[config.mk]
export PLATFORM = sky130hd
export DESIGN_NAME = fp_sqrt_iter
export DESIGN_NICKNAME = d
export VERILOG_FILES = /design/src/rtl/fp_sqrt_pkg.sv /design/src/rtl/fp_sqrt_iter_step.sv /design/src/rtl/fp_sqrt_iter.sv
export SDC_FILE = /design/constraint.sdc
export NUM_CORES = 1
export LEC_CHECK = 0
export CAP_MARGIN = 5
export CELL_PAD_IN_SITES_DETAIL_PLACEMENT = 0
export CELL_PAD_IN_SITES_GLOBAL_PLACEMENT = 1
export CORE_MARGIN = 2
export CORE_UTILIZATION = 48
export DETAILED_ROUTE_END_ITERATION = 10
export PLACE_DENSITY_LB_ADDON = 0.1
export SLEW_MARGIN = 20
export SYNTH_ARGS = -nofsm -noshare
export SYNTH_HDL_FRONTEND = slang
export SYNTH_SLANG_ARGS = --single-unit
export TNS_END_PERCENT = 1
[constraint.sdc]
create_clock -name clk -period 8.5 [get_ports clk]
set_clock_uncertainty 0.05 [all_clocks]
set_input_delay 1.7 -clock clk [delete_from_list [all_inputs] [get_ports clk]]
set_output_delay 1.7 -clock clk [all_outputs]
set_load 0.01 [all_outputs]
[src/rtl/fp_sqrt_pkg.sv]
// Shared types and helpers for the iterative floating-point square-root unit.
// Latency: n/a (declarations only). Backpressure: n/a.
// Holds FSM encodings, flag bit positions and NaN helpers sized by format.
package fp_sqrt_pkg;

    typedef enum logic [1:0] {
        IDLE  = 2'd0,
        CALC  = 2'd1,
        ROUND = 2'd2,
        DONE  = 2'd3
    } state_t;

    localparam int NV = 1;
    localparam int NX = 0;

    // Canonical quiet NaN right-aligned in 64 bits: exponent all ones plus mantissa MSB.
    function automatic logic [63:0] canon_qnan(input int exp_w, input int man_w);
        logic [63:0] ones;
        ones = (64'd1 << (exp_w + 1)) - 64'd1;
        return ones << (man_w - 1);
    endfunction

    function automatic logic is_snan(input logic exp_ones, input logic quiet_bit, input logic man_nz);
        return exp_ones & ~quiet_bit & man_nz;
    endfunction

endpackage

[src/rtl/fp_sqrt_iter_step.sv]
// One restoring square-root step: consumes a radicand bit pair, yields one root bit.
// Latency: combinational. Backpressure: none.
// RW must equal QW+2; the stored remainder never exceeds twice the root so it fits RW bits.
module sqrt_iter_step #(
    parameter int RW = 28,
    parameter int QW = 26
) (
    input  logic [RW-1:0] rem,
    input  logic [QW-1:0] root,
    input  logic [1:0]    pair,
    output logic [RW-1:0] rem_nxt,
    output logic          root_bit
);

    logic [RW+1:0] cur;
    logic [RW+1:0] trial;
    logic [RW-1:0] diff;

    assign cur      = {rem, pair};
    assign trial    = {2'b00, root, 2'b01};
    assign root_bit = (cur >= trial);
    // Only taken when cur >= trial, and then the difference fits in RW bits.
    assign diff     = cur[RW-1:0] - trial[RW-1:0];
    assign rem_nxt  = root_bit ? diff : cur[RW-1:0];

endmodule

[src/rtl/fp_sqrt_iter.sv]
// Iterative IEEE-754 square root, one root bit per cycle, round-to-nearest-even.
// Latency: ITER+2 edges counting the accept edge (specials: the accept edge itself).
// Backpressure: result held until out_ready; in_ready only while idle.
module fp_sqrt_iter
    import fp_sqrt_pkg::*;
#(
    parameter int EXP_W = 8,
    parameter int MAN_W = 23
) (
    input  logic                     clk,
    input  logic                     rst_n,
    input  logic                     in_valid,
    output logic                     in_ready,
    input  logic [EXP_W+MAN_W:0]     in_a,
    output logic                     out_valid,
    input  logic                     out_ready,
    output logic [EXP_W+MAN_W:0]     out_result,
    output logic [1:0]               out_flags
);

    localparam int W    = 1 + EXP_W + MAN_W;
    localparam int BIAS = 2**(EXP_W-1) - 1;
    localparam int ITER = MAN_W + 3;
    localparam int RW   = MAN_W + 5;
    localparam int RADW = 2 * ITER;
    localparam int CW   = $clog2(ITER + 1);
    localparam logic [EXP_W:0] BIAS_V = (EXP_W+1)'(BIAS);
    localparam logic [63:0]    QNAN64 = canon_qnan(EXP_W, MAN_W);
    localparam logic [W-1:0]   QNAN   = QNAN64[W-1:0];

    state_t            state;
    logic [CW-1:0]     cnt;
    logic [RADW-1:0]   rad_q;
    logic [RW-1:0]     rem_q;
    logic [ITER-1:0]   root_q;
    logic [EXP_W-1:0]  exp_q;

    logic              sgn, exp_ones, exp_zero, man_nz, is_nan, odd;
    logic [EXP_W-1:0]  ex;
    logic [MAN_W-1:0]  mn;
    logic [EXP_W:0]    exp_sum;
    logic [EXP_W-1:0]  res_exp;
    logic [RADW-1:0]   rad_init;
    logic [MAN_W+1:0]  mant2;

    assign sgn      = in_a[W-1];
    assign ex       = in_a[W-2:MAN_W];
    assign mn       = in_a[MAN_W-1:0];
    assign exp_ones = &ex;
    assign exp_zero = ~|ex;
    assign man_nz   = |mn;
    assign is_nan   = exp_ones & man_nz;
    // Unbiased exponent parity; an odd exponent moves one factor of two into the radicand.
    assign odd      = ex[0] ^ BIAS_V[0];
    assign exp_sum  = {1'b0, ex} + BIAS_V - {{EXP_W{1'b0}}, odd};
    assign res_exp  = EXP_W'(exp_sum >> 1);
    assign mant2    = odd ? {1'b1, mn, 1'b0} : {2'b01, mn};
    assign rad_init = {mant2, {(MAN_W+4){1'b0}}};

    logic          special, sp_nv;
    logic [W-1:0]  sp_res;

    always_comb begin
        special = 1'b1;
        sp_nv   = 1'b0;
        sp_res  = '0;
        if (is_nan) begin
            sp_res = QNAN;
            sp_nv  = is_snan(exp_ones, mn[MAN_W-1], man_nz);
        end else if (exp_zero) begin
            sp_res = {sgn, {(W-1){1'b0}}};
        end else if (sgn) begin
            sp_res = QNAN;
            sp_nv  = 1'b1;
        end else if (exp_ones) begin
            sp_res = in_a;
        end else begin
            special = 1'b0;
        end
    end

    logic [RW-1:0] rem_nxt;
    logic          root_bit;

    sqrt_iter_step #(.RW(RW), .QW(ITER)) u_step (
        .rem      (rem_q),
        .root     (root_q),
        .pair     (rad_q[RADW-1 -: 2]),
        .rem_nxt  (rem_nxt),
        .root_bit (root_bit)
    );

    logic              guard, sticky, inc, carry;
    logic [MAN_W+1:0]  sum_m;
    logic [MAN_W-1:0]  mant_r;
    logic [EXP_W-1:0]  exp_r;

    assign guard  = root_q[1];
    assign sticky = root_q[0] | (|rem_q);
    assign inc    = guard & (sticky | root_q[2]);
    assign sum_m  = {1'b0, root_q[ITER-1:2]} + {{(MAN_W+1){1'b0}}, inc};
    assign carry  = sum_m[MAN_W+1];
    assign mant_r = carry ? sum_m[MAN_W:1] : sum_m[MAN_W-1:0];
    assign exp_r  = exp_q + {{(EXP_W-1){1'b0}}, carry};

    always_ff @(posedge clk or negedge rst_n) begin
        if (!rst_n) begin
            state      <= IDLE;
            cnt        <= '0;
            rad_q      <= '0;
            rem_q      <= '0;
            root_q     <= '0;
            exp_q      <= '0;
            in_ready   <= 1'b1;
            out_valid  <= 1'b0;
            out_result <= '0;
            out_flags  <= '0;
        end else begin
            case (state)
                IDLE: if (in_valid) begin
                    in_ready <= 1'b0;
                    if (special) begin
                        out_result    <= sp_res;
                        out_flags[NV] <= sp_nv;
                        out_flags[NX] <= 1'b0;
                        out_valid     <= 1'b1;
                        state         <= DONE;
                    end else begin
                        rad_q  <= rad_init;
                        rem_q  <= '0;
                        root_q <= '0;
                        cnt    <= '0;
                        exp_q  <= res_exp;
                        state  <= CALC;
                    end
                end
                CALC: begin
                    rem_q  <= rem_nxt;
                    root_q <= {root_q[ITER-2:0], root_bit};
                    rad_q  <= {rad_q[RADW-3:0], 2'b00};
                    cnt    <= cnt + 1'b1;
                    if (cnt == CW'(ITER - 1))
                        state <= ROUND;
                end
                ROUND: begin
                    out_result    <= {1'b0, exp_r, mant_r};
                    out_flags[NV] <= 1'b0;
                    out_flags[NX] <= guard | sticky;
                    out_valid     <= 1'b1;
                    state         <= DONE;
                end
                DONE: if (out_ready) begin
                    out_valid <= 1'b0;
                    in_ready  <= 1'b1;
                    state     <= IDLE;
                end
                default: state <= IDLE;
            endcase
        end
    end

endmodule
==> report_table.html, run 1 <==
<table>
<tr><th>Metric</th><th>Value</th></tr>
<tr><th colspan="2">Placement</th></tr>
<tr><td>Count of port buffers added during placement</td><td>between 70 and 80</td></tr>
<tr><td>DP Cell Count</td><td>1239</td></tr>
<tr><td>Estimated wirelength of the detail-placed design</td><td>approximately 15000 um</td></tr>
<tr><td>RD Place Congestion</td><td>0.871</td></tr>
<tr><td>Setup slack at placement</td><td>3.41 ns</td></tr>
<tr><th colspan="2">Yosys</th></tr>
<tr><td>Syn Area/Cell</td><td>8.64 sq um</td></tr>
<tr><td>Synth cell types</td><td>67</td></tr>
<tr><td>Synth Cell Area</td><td>approximately 8500 sq um</td></tr>
<tr><td>Leading post-synthesis cells by cell area</td><td>sky130_fd_sc_hd__dfrtp_1 38%, sky130_fd_sc_hd__ha_1 7.5%, sky130_fd_sc_hd__o21ai_0 5.8%</td></tr>
<tr><td>Portion of the post-synthesis area used by sequential elements</td><td>0.382</td></tr>
<tr><td>Top cell type by total area after synthesis</td><td>sky130_fd_sc_hd__dfrtp_1</td></tr>
<tr><td>Async set-reset flop share out of synthesis</td><td>1.00</td></tr>
<tr><td>Number of synthesized register bits</td><td>130</td></tr>
<tr><td>Most used flip-flop cell after synthesis</td><td>sky130_fd_sc_hd__dfrtp_1</td></tr>
<tr><td>Yosys warning count</td><td>0</td></tr>
<tr><td>Yosys top cell area share</td><td>0.379</td></tr>
<tr><td>Count of flip-flops with a built-in enable after synthesis</td><td>0</td></tr>
<tr><td>Top-count cell post-synth</td><td>sky130_fd_sc_hd__dfrtp_1</td></tr>
<tr><td>Most common library cells after synthesis</td><td>129 x sky130_fd_sc_hd__dfrtp_1, 116 x sky130_fd_sc_hd__nand2_1, 99 x sky130_fd_sc_hd__o21ai_0</td></tr>
<tr><td>Mapped Nets</td><td>1074</td></tr>
<tr><td>Synthesized instance count</td><td>986</td></tr>
<tr><th colspan="2">CTS</th></tr>
<tr><td>Hold bufs inserted after CTS</td><td>0</td></tr>
<tr><td>Post-cts resize count</td><td>0</td></tr>
<tr><td>Clock-pin slew on the worst setup and hold paths</td><td>0.06 ns</td></tr>
<tr><td>Sink count of the clock tree</td><td>130</td></tr>
<tr><td>Clock tree root buffer cell</td><td>sky130_fd_sc_hd__clkbuf_16</td></tr>
<tr><td>Clock buffers created by TritonCTS</td><td>17</td></tr>
<tr><td>Post-CTS setup buffer count</td><td>0</td></tr>
<tr><td>H-Tree Depth</td><td>4</td></tr>
<tr><td>Max Buffers Root-to-Sink</td><td>2</td></tr>
<tr><td>Insertion delay to the later sink of the worst-skew pair</td><td>0.42 ns</td></tr>
<tr><td>CTS tree</td><td>yes</td></tr>
<tr><th colspan="2">Route</th></tr>
<tr><td>DR vias/cell</td><td>5.66</td></tr>
<tr><td>Drt total wl</td><td>21500 um</td></tr>
<tr><td>Pre-Repair DR Iteration Count</td><td>5</td></tr>
<tr><td>Detail Route Antenna Nets</td><td>0</td></tr>
<tr><td>Post-route DRC violation count</td><td>0</td></tr>
<tr><td>WL/cell</td><td>16.9 um</td></tr>
<tr><td>Total via count in the routed design</td><td>7199</td></tr>
<tr><td>DRT iter0 DRCs</td><td>504</td></tr>
<tr><th colspan="2">Floorplan</th></tr>
<tr><td>Number of placement rows</td><td>48</td></tr>
<tr><td>Die extent in x</td><td>~140 um</td></tr>
<tr><td>Full die area</td><td>18800 sq um</td></tr>
<tr><td>Height of the die</td><td>~140 um</td></tr>
<tr><td>Placeable core region</td><td>17300 sq um</td></tr>
<tr><td>Top-Level Pins</td><td>72</td></tr>
<tr><td>Starting Density</td><td>0.492</td></tr>
<tr><th colspan="2">GRT</th></tr>
<tr><td>Antenna violations before repair</td><td>0</td></tr>
<tr><td>Total congestion overflow after global routing</td><td>0</td></tr>
<tr><td>Vias in the first global route</td><td>6777</td></tr>
<tr><td>Global routing usage on met3</td><td>0.0364</td></tr>
<tr><td>Met1 demand-to-capacity share in global routing</td><td>0.366</td></tr>
<tr><td>Met2 global-route usage</td><td>0.355</td></tr>
<tr><td>Maximum number of pins on one net before global-route repair</td><td>between 70 and 80</td></tr>
<tr><td>First-pass GRT wire length</td><td>roughly 35000 um</td></tr>
<tr><td>All-layer global routing usage</td><td>0.239</td></tr>
<tr><td>Layer with the highest usage</td><td>met1</td></tr>
<tr><th colspan="2">Cells and area</th></tr>
<tr><td>Number of inserted diodes</td><td>0</td></tr>
<tr><td>Share of cells above drive strength 1</td><td>0.0564</td></tr>
<tr><td>Non-filler instance count after layout</td><td>1271</td></tr>
<tr><td>Syn-to-layout area delta</td><td>16.6%</td></tr>
<tr><td>Net count, final</td><td>1121</td></tr>
<tr><th colspan="2">Power and ir drop</th></tr>
<tr><td>Pwr Density</td><td>376 nW/um^2</td></tr>
<tr><td>IR Drop Worst-Case VDD</td><td>0.000223 V</td></tr>
<tr><td>Power after layout</td><td>3.74 mW</td></tr>
<tr><td>Leakage power</td><td>4.39 nW</td></tr>
<tr><th colspan="2">Worst setup path</th></tr>
<tr><td>Buf/Inv on CP</td><td>5</td></tr>
<tr><td>Delay of the slowest critical-path stage</td><td>0.48 ns</td></tr>
<tr><td>Worst setup path end</td><td>rem_q[24]</td></tr>
<tr><td>Worst reg2reg setup slack</td><td>4.61 ns</td></tr>
<tr><td>Worst EP arrival</td><td>between 4 and 5 ns</td></tr>
<tr><td>Crit path required time</td><td>slightly below 9 ns</td></tr>
<tr><td>R2r startpoint</td><td>root_q[4]</td></tr>
<tr><td>Cell family with most CP delay</td><td>buffers and inverters</td></tr>
<tr><td>Worst Setup SP</td><td>in_a[23]</td></tr>
<tr><td>Setup CP Type</td><td>primary input to flop</td></tr>
<tr><td>Highest fanout seen on the critical path</td><td>63</td></tr>
<tr><td>Number of stages on the worst setup path</td><td>14</td></tr>
<tr><td>Slowest library cell on the worst path</td><td>sky130_fd_sc_hd__buf_4</td></tr>
<tr><td>Most used cell along the critical path</td><td>sky130_fd_sc_hd__buf_4</td></tr>
<tr><td>Count of cells along the worst register-to-register path</td><td>11</td></tr>
<tr><td>CP Cell Sequence</td><td>clkdlybuf4s50_1, buf_4, inv_1, ha_1, nand4_1, nand2_1, nor3_1, nand2_2, o21ai_4, buf_4, nand2_1, buf_4, nor3_1, a221o_1</td></tr>
<tr><td>Reg-to-Reg End</td><td>root_q[0]</td></tr>
<tr><td>Kind of launch point of the worst setup path</td><td>primary input</td></tr>
<tr><td>Kind of end point of the critical path</td><td>flop</td></tr>
<tr><th colspan="2">STA</th></tr>
<tr><td>Final period demand of the worst path</td><td>~4.7 ns</td></tr>
<tr><td>Setup TNS</td><td>0 ns</td></tr>
<tr><td>Number of endpoints failing setup at the final stage</td><td>0</td></tr>
<tr><td>Measured slew at the worst slew-check pin</td><td>0.904 ns</td></tr>
<tr><td>Post-route setup slack</td><td>slightly below 4 ns</td></tr>
<tr><td>Fmax achieved</td><td>215 MHz</td></tr>
<tr><td>Slew headroom</td><td>0.397</td></tr>
<tr><td>Share of the cycle needed by the critical path after routing</td><td>0.547</td></tr>
<tr><td>Final hold violations</td><td>0</td></tr>
<tr><td>RSZ-0062 raised after global routing</td><td>no</td></tr>
<tr><td>Max-slew violation total from the final report</td><td>0</td></tr>
<tr><th colspan="2">Hold path</th></tr>
<tr><td>Kind of path behind the tightest hold check</td><td>flop to flop</td></tr>
<tr><th colspan="2">Run</th></tr>
<tr><td>Number of max-cap violations</td><td>0</td></tr>
<tr><th colspan="2">Status</th></tr>
<tr><td>Run status</td><td>completed</td></tr>
</table>
[through the flow]
stage | utilization | cell area, sq um | hold slack [ns]
after detailed placement | 0.541 | 9360 | 0.413
after global placement | 0.541 | 9360 | 0.401
after floorplan | - | 8510 | 0.399
after global routing | 0.574 | 9930 | 0.440
after CTS | 0.574 | 9930 | 0.418
final | 0.574 | 9930 | 0.414
[metal layers]
metal | wire length [um] | part of all wire
met5 | 0 | 0
met4 | 154 | 0.0072
met3 | 754 | 0.035
met2 | 9530 | 0.44
met1 | 11100 | 0.51
[cell type report]
cell class                 instances  area, sq um
fill                            1633         7360
multi-input combinational        756         4870
sequential                       130         3250
timing repair buffer              79          772
clock buffer                      19          443
tap                              225          282
inverter                          49          184
clock inverter                    13          129
[worst min-delay path by stage]
| stage | startpoint | to | slack, ns | cells past startpoint |
|---|---|---|---|---|
| after floorplan | rad_q[27] | rad_q[27] | 0.40 | 2 |
| after global placement | out_result[22] | out_result[22] | 0.40 | 2 |
| after detailed placement | out_result[22] | out_result[22] | 0.41 | 2 |
| after CTS | out_result[22] | out_result[22] | 0.42 | 2 |
| after global routing | out_result[29] | out_result[29] | 0.44 | 1 |
| final | out_result[22] | out_result[22] | 0.41 | 2 |
[registers in the layout, summed over array words and instances, names as in the netlist]
register / cells
root_q: 26
out_flags: 2
state: 2
rem_q: 28
cnt: 5
exp_q: 8
in_ready: 1
out_valid: 1
out_result: 32
rad_q: 25
[tightest hold or removal path: cells and delay by family (launching register included)]
family,cells,cell delay [ns]
flip-flops,1,0.33
AND/OR/NAND/NOR,2,0.10
[cell usage in the layout (no fill, tap or decap), drive strengths merged, types with 4 or more instances in the layout]
master / Yosys / routed
xnor2: 33 / 33
o31ai: 17 / 17
nand4: 16 / 16
inv: 49 / 52
nand3: 46 / 46
a21oi: 42 / 42
a21boi: 5 / 5
xor2: 17 / 17
a21o: 23 / 23
clkinv: 0 / 5
o21bai: 7 / 7
ha: 51 / 51
clkdlybuf4s50: 0 / 70
nor4: 14 / 14
and2: 4 / 4
or3: 4 / 4
nand2b: 6 / 6
o21ai: 116 / 116
nand2: 117 / 117
a211oi: 11 / 11
a31oi: 9 / 9
o211ai: 6 / 6
clkinvlp: 0 / 4
and3: 7 / 7
a22o: 6 / 6
dfrtp: 129 / 129
buf: 12 / 9
mux2i: 41 / 41
clkbuf: 39 / 19
o21a: 11 / 11
nor2: 70 / 70
o22ai: 22 / 22
nor3: 15 / 15
[power by group]
part | total, mW | internal (mW) | leakage [nW] | switching, mW
logic | 2.06 | 0.851 | 2.43 | 1.21
clock network | 0.707 | 0.414 | 0.268 | 0.293
registers | 0.972 | 0.813 | 1.70 | 0.159
total | 3.74 | 2.08 | 4.39 | 1.66
[cell families (layout without fill, tap and decap cells)]
family                     count (synthesis)  count (layout)  share of synthesized area
and+or+nand+nor                          314             314                      0.172
AOI/OAI and AO/OA                        296             296                      0.216
buffers and inverters                    100             160                     0.0485
adders and majority gates                 52              52                     0.0773
xor gates and xnor gates                  50              50                     0.0514
DFF                                      130             130                      0.382
muxes                                     44              44                     0.0526
Note: power is estimated with default switching activity, not from simulation.
==> run 2: changes to the inputs <==
- CORE_UTILIZATION: 48 -> 45
- clock period: 8.5 -> 4.6 ns (I/O delays scaled with it)
==> report_table.html, run 2 (synthesized netlist as in run 1, its figures left out) <==
<table>
<tr><th>Metric</th><th>Value</th></tr>
<tr><th colspan="2">Status</th></tr>
<tr><td>Run status</td><td>completed (unchanged)</td></tr>
<tr><th colspan="2">Worst setup path</th></tr>
<tr><td>Crit path required time</td><td>4.82 ns (was 8.80 ns)</td></tr>
<tr><td>Count of cells along the worst register-to-register path</td><td>11 (unchanged)</td></tr>
<tr><td>Worst setup path end</td><td>root_q[0] (was rem_q[24])</td></tr>
<tr><td>Buf/Inv on CP</td><td>2 (was 5)</td></tr>
<tr><td>R2r startpoint</td><td>root_q[4] (unchanged)</td></tr>
<tr><td>CP Cell Sequence</td><td>inv_1, ha_1, a21o_1, or3_1, o211ai_2, nand3_2, a21oi_2, a31o_1, buf_4, nand2b_1, o21ai_0 (was clkdlybuf4s50_1, buf_4, inv_1, ha_1, nand4_1, nand2_1, nor3_1, nand2_2, o21ai_4, buf_4, nand2_1, buf_4, nor3_1, a221o_1)</td></tr>
<tr><td>Worst Setup SP</td><td>root_q[4] (was in_a[23])</td></tr>
<tr><td>Worst EP arrival</td><td>3.84 ns (was 4.95 ns)</td></tr>
<tr><td>Cell family with most CP delay</td><td>compound AO/OA/AOI/OAI gates (was buffers and inverters)</td></tr>
<tr><td>Kind of end point of the critical path</td><td>flop (unchanged)</td></tr>
<tr><td>Reg-to-Reg End</td><td>root_q[0] (unchanged)</td></tr>
<tr><td>Kind of launch point of the worst setup path</td><td>flop (was primary input)</td></tr>
<tr><td>Delay of the slowest critical-path stage</td><td>0.47 ns (was 0.48 ns)</td></tr>
<tr><td>Setup CP Type</td><td>flop to flop (was primary input to flop)</td></tr>
<tr><td>Number of stages on the worst setup path</td><td>11 (was 14)</td></tr>
<tr><td>Worst reg2reg setup slack</td><td>0.97 ns (was 4.61 ns)</td></tr>
<tr><td>Highest fanout seen on the critical path</td><td>32 (was 63)</td></tr>
<tr><td>Slowest library cell on the worst path</td><td>sky130_fd_sc_hd__dfrtp_1 (was sky130_fd_sc_hd__buf_4)</td></tr>
<tr><th colspan="2">Route</th></tr>
<tr><td>Detail Route Antenna Nets</td><td>0 (unchanged)</td></tr>
<tr><td>DR vias/cell</td><td>5.77 (was 5.66)</td></tr>
<tr><td>WL/cell</td><td>18.2 um (was 16.9 um)</td></tr>
<tr><td>DRT iter0 DRCs</td><td>589 (was 504)</td></tr>
<tr><td>Drt total wl</td><td>23400 um (was 21500 um)</td></tr>
<tr><td>Total via count in the routed design</td><td>7414 (was 7199)</td></tr>
<tr><td>Pre-Repair DR Iteration Count</td><td>5 (unchanged)</td></tr>
<tr><td>Post-route DRC violation count</td><td>0 (unchanged)</td></tr>
<tr><th colspan="2">CTS</th></tr>
<tr><td>Clock-pin slew on the worst setup and hold paths</td><td>0.05 ns (was 0.06 ns)</td></tr>
<tr><td>Hold bufs inserted after CTS</td><td>0 (unchanged)</td></tr>
<tr><td>H-Tree Depth</td><td>4 (unchanged)</td></tr>
<tr><td>Insertion delay to the later sink of the worst-skew pair</td><td>0.43 ns (was 0.42 ns)</td></tr>
<tr><td>Clock buffers created by TritonCTS</td><td>17 (unchanged)</td></tr>
<tr><td>Sink count of the clock tree</td><td>130 (unchanged)</td></tr>
<tr><td>Post-cts resize count</td><td>0 (unchanged)</td></tr>
<tr><td>CTS tree</td><td>yes (unchanged)</td></tr>
<tr><td>Clock tree root buffer cell</td><td>sky130_fd_sc_hd__clkbuf_16 (unchanged)</td></tr>
<tr><td>Max Buffers Root-to-Sink</td><td>2 (unchanged)</td></tr>
<tr><td>Post-CTS setup buffer count</td><td>0 (unchanged)</td></tr>
<tr><th colspan="2">GRT</th></tr>
<tr><td>Total congestion overflow after global routing</td><td>0 (unchanged)</td></tr>
<tr><td>Maximum number of pins on one net before global-route repair</td><td>88 (was 74)</td></tr>
<tr><td>Vias in the first global route</td><td>6983 (was 6777)</td></tr>
<tr><td>All-layer global routing usage</td><td>0.243 (was 0.239)</td></tr>
<tr><td>First-pass GRT wire length</td><td>38200 um (was 35400 um)</td></tr>
<tr><td>Antenna violations before repair</td><td>0 (unchanged)</td></tr>
<tr><th colspan="2">Power and ir drop</th></tr>
<tr><td>Power after layout</td><td>7.05 mW (was 3.74 mW)</td></tr>
<tr><td>Leakage power</td><td>4.42 nW (was 4.39 nW)</td></tr>
<tr><td>IR Drop Worst-Case VDD</td><td>0.000302 V (was 0.000223 V)</td></tr>
<tr><td>Pwr Density</td><td>706 nW/um^2 (was 376 nW/um^2)</td></tr>
<tr><th colspan="2">Cells and area</th></tr>
<tr><td>Number of inserted diodes</td><td>0 (unchanged)</td></tr>
<tr><td>Syn-to-layout area delta</td><td>17.3% (was 16.6%)</td></tr>
<tr><td>Commonest non-fill, non-tap cell in the layout</td><td>sky130_fd_sc_hd__dfrtp_1 (unchanged)</td></tr>
<tr><td>Largest register FFs</td><td>32 (unchanged)</td></tr>
<tr><td>Non-filler instance count after layout</td><td>1284 (was 1271)</td></tr>
<tr><td>Net count, final</td><td>1125 (was 1121)</td></tr>
<tr><td>Largest register by flop count</td><td>out_result (unchanged)</td></tr>
<tr><td>Largest registers in the final layout</td><td>out_result x32, rem_q x28, root_q x26 (unchanged)</td></tr>
<tr><td>Commonest cells after routing, fill and taps aside</td><td>129 x sky130_fd_sc_hd__dfrtp_1, 115 x sky130_fd_sc_hd__nand2_1, 99 x sky130_fd_sc_hd__o21ai_0 (unchanged)</td></tr>
<tr><td>Share of cells above drive strength 1</td><td>0.0581 (was 0.0564)</td></tr>
<tr><th colspan="2">STA</th></tr>
<tr><td>Slew headroom</td><td>0.363 (was 0.397)</td></tr>
<tr><td>Setup TNS</td><td>0 ns (unchanged)</td></tr>
<tr><td>Fmax achieved</td><td>about 280 MHz</td></tr>
<tr><td>Number of endpoints failing setup at the final stage</td><td>0 (unchanged)</td></tr>
<tr><td>Share of the cycle needed by the critical path after routing</td><td>0.788</td></tr>
<tr><td>RSZ-0062 raised after global routing</td><td>no (unchanged)</td></tr>
<tr><td>Final hold violations</td><td>0 (unchanged)</td></tr>
<tr><td>Max-slew violation total from the final report</td><td>0 (unchanged)</td></tr>
<tr><td>Final period demand of the worst path</td><td>between 3 and 4 ns</td></tr>
<tr><td>Measured slew at the worst slew-check pin</td><td>0.952 ns (was 0.904 ns)</td></tr>
<tr><td>Post-route setup slack</td><td>0.975 ns (was 3.85 ns)</td></tr>
<tr><th colspan="2">Placement</th></tr>
<tr><td>Setup slack at placement</td><td>0.764 ns (was 3.41 ns)</td></tr>
<tr><td>Estimated wirelength of the detail-placed design</td><td>16700 um (was 15500 um)</td></tr>
<tr><td>DP Cell Count</td><td>1252 (was 1239)</td></tr>
<tr><td>Count of port buffers added during placement</td><td>71 (unchanged)</td></tr>
<tr><td>RD Place Congestion</td><td>0.875 (was 0.871)</td></tr>
<tr><th colspan="2">Floorplan</th></tr>
<tr><td>Starting Density</td><td>0.457 (was 0.492)</td></tr>
<tr><td>Top-Level Pins</td><td>72 (unchanged)</td></tr>
<tr><td>Die extent in x</td><td>142 um (was 137 um)</td></tr>
<tr><td>Number of placement rows</td><td>50 (was 48)</td></tr>
<tr><td>Full die area</td><td>20000 sq um (was 18800 sq um)</td></tr>
<tr><td>Placeable core region</td><td>18600 sq um (was 17300 sq um)</td></tr>
<tr><td>Height of the die</td><td>142 um (was 137 um)</td></tr>
<tr><th colspan="2">Hold path</th></tr>
<tr><td>Kind of path behind the tightest hold check</td><td>flop to flop (unchanged)</td></tr>
<tr><td>Hold depth</td><td>1 (was 2)</td></tr>
<tr><th colspan="2">Run</th></tr>
<tr><td>Number of max-cap violations</td><td>0 (unchanged)</td></tr>
</table>
## run 2: changes by cell type in the layout (fill, tap and decap cells not counted), sizes merged
| cell | before | now |
|---|---|---|
| buf | 9 | 13 |
| bufinv | 1 | 2 |
| clkbuf | 19 | 23 |
| clkinv | 5 | 3 |
| inv | 52 | 49 |
## run 2: worst min-delay path by stage
stage	start	slack, ns	to
final	out_result[26]	0.42	out_result[26]
after global routing	out_result[25]	0.44	out_result[25]
after CTS	out_result[30]	0.43	out_result[30]
after detailed placement	out_result[30]	0.41	out_result[30]
after global placement	out_result[26]	0.41	out_result[26]
after floorplan	rad_q[27]	0.40	rad_q[27]
## run 2: cell type report
type                       instances  area [sq um]
clock buffer                      23           478
clock inverter                     9           105
fill                            1775          8660
inverter                          49           184
multi-input combinational        756          4870
sequential                       130          3250
tap                              234           293
timing repair buffer              83           802
## run 2: report_power, final
| part | switching [mW] | internal (mW) |
|---|---|---|
| sequential | 0.310 | 1.50 |
| clock | 0.518 | 0.837 |
| combinational | 2.29 | 1.59 |
## run 2: layer usage
metal	GRT usage	up-vias	share of wire
li1	-	3647	-
met1	0.355	3567	0.49
met2	0.370	173	0.45
met3	0.0466	27	0.043
met4	0.0647	0	0.015
met5	0	-	0
## run 2: metrics by stage
| stage | util | hold slack [ns] | instance area, sq um |
|---|---|---|---|
| after floorplan | - | 0.399 | 8510 |
| after global placement | 0.504 | 0.409 | 9400 |
| after detailed placement | 0.504 | 0.415 | 9400 |
| after CTS | 0.536 | 0.429 | 9980 |
| after global routing | 0.536 | 0.435 | 9980 |
| final | 0.536 | 0.422 | 9980 |
## run 2: worst reg2reg max path: stages (launching register included)
cell and delay [ns]:
sky130_fd_sc_hd__dfrtp_1 0.47, sky130_fd_sc_hd__inv_1 0.13, sky130_fd_sc_hd__ha_1 0.39, sky130_fd_sc_hd__a21o_1 0.23, sky130_fd_sc_hd__or3_1 0.35, sky130_fd_sc_hd__o211ai_2 0.26
sky130_fd_sc_hd__nand3_2 0.18, sky130_fd_sc_hd__a21oi_2 0.21, sky130_fd_sc_hd__a31o_1 0.30, sky130_fd_sc_hd__buf_4 0.46, sky130_fd_sc_hd__nand2b_1 0.32, sky130_fd_sc_hd__o21ai_0 0.12
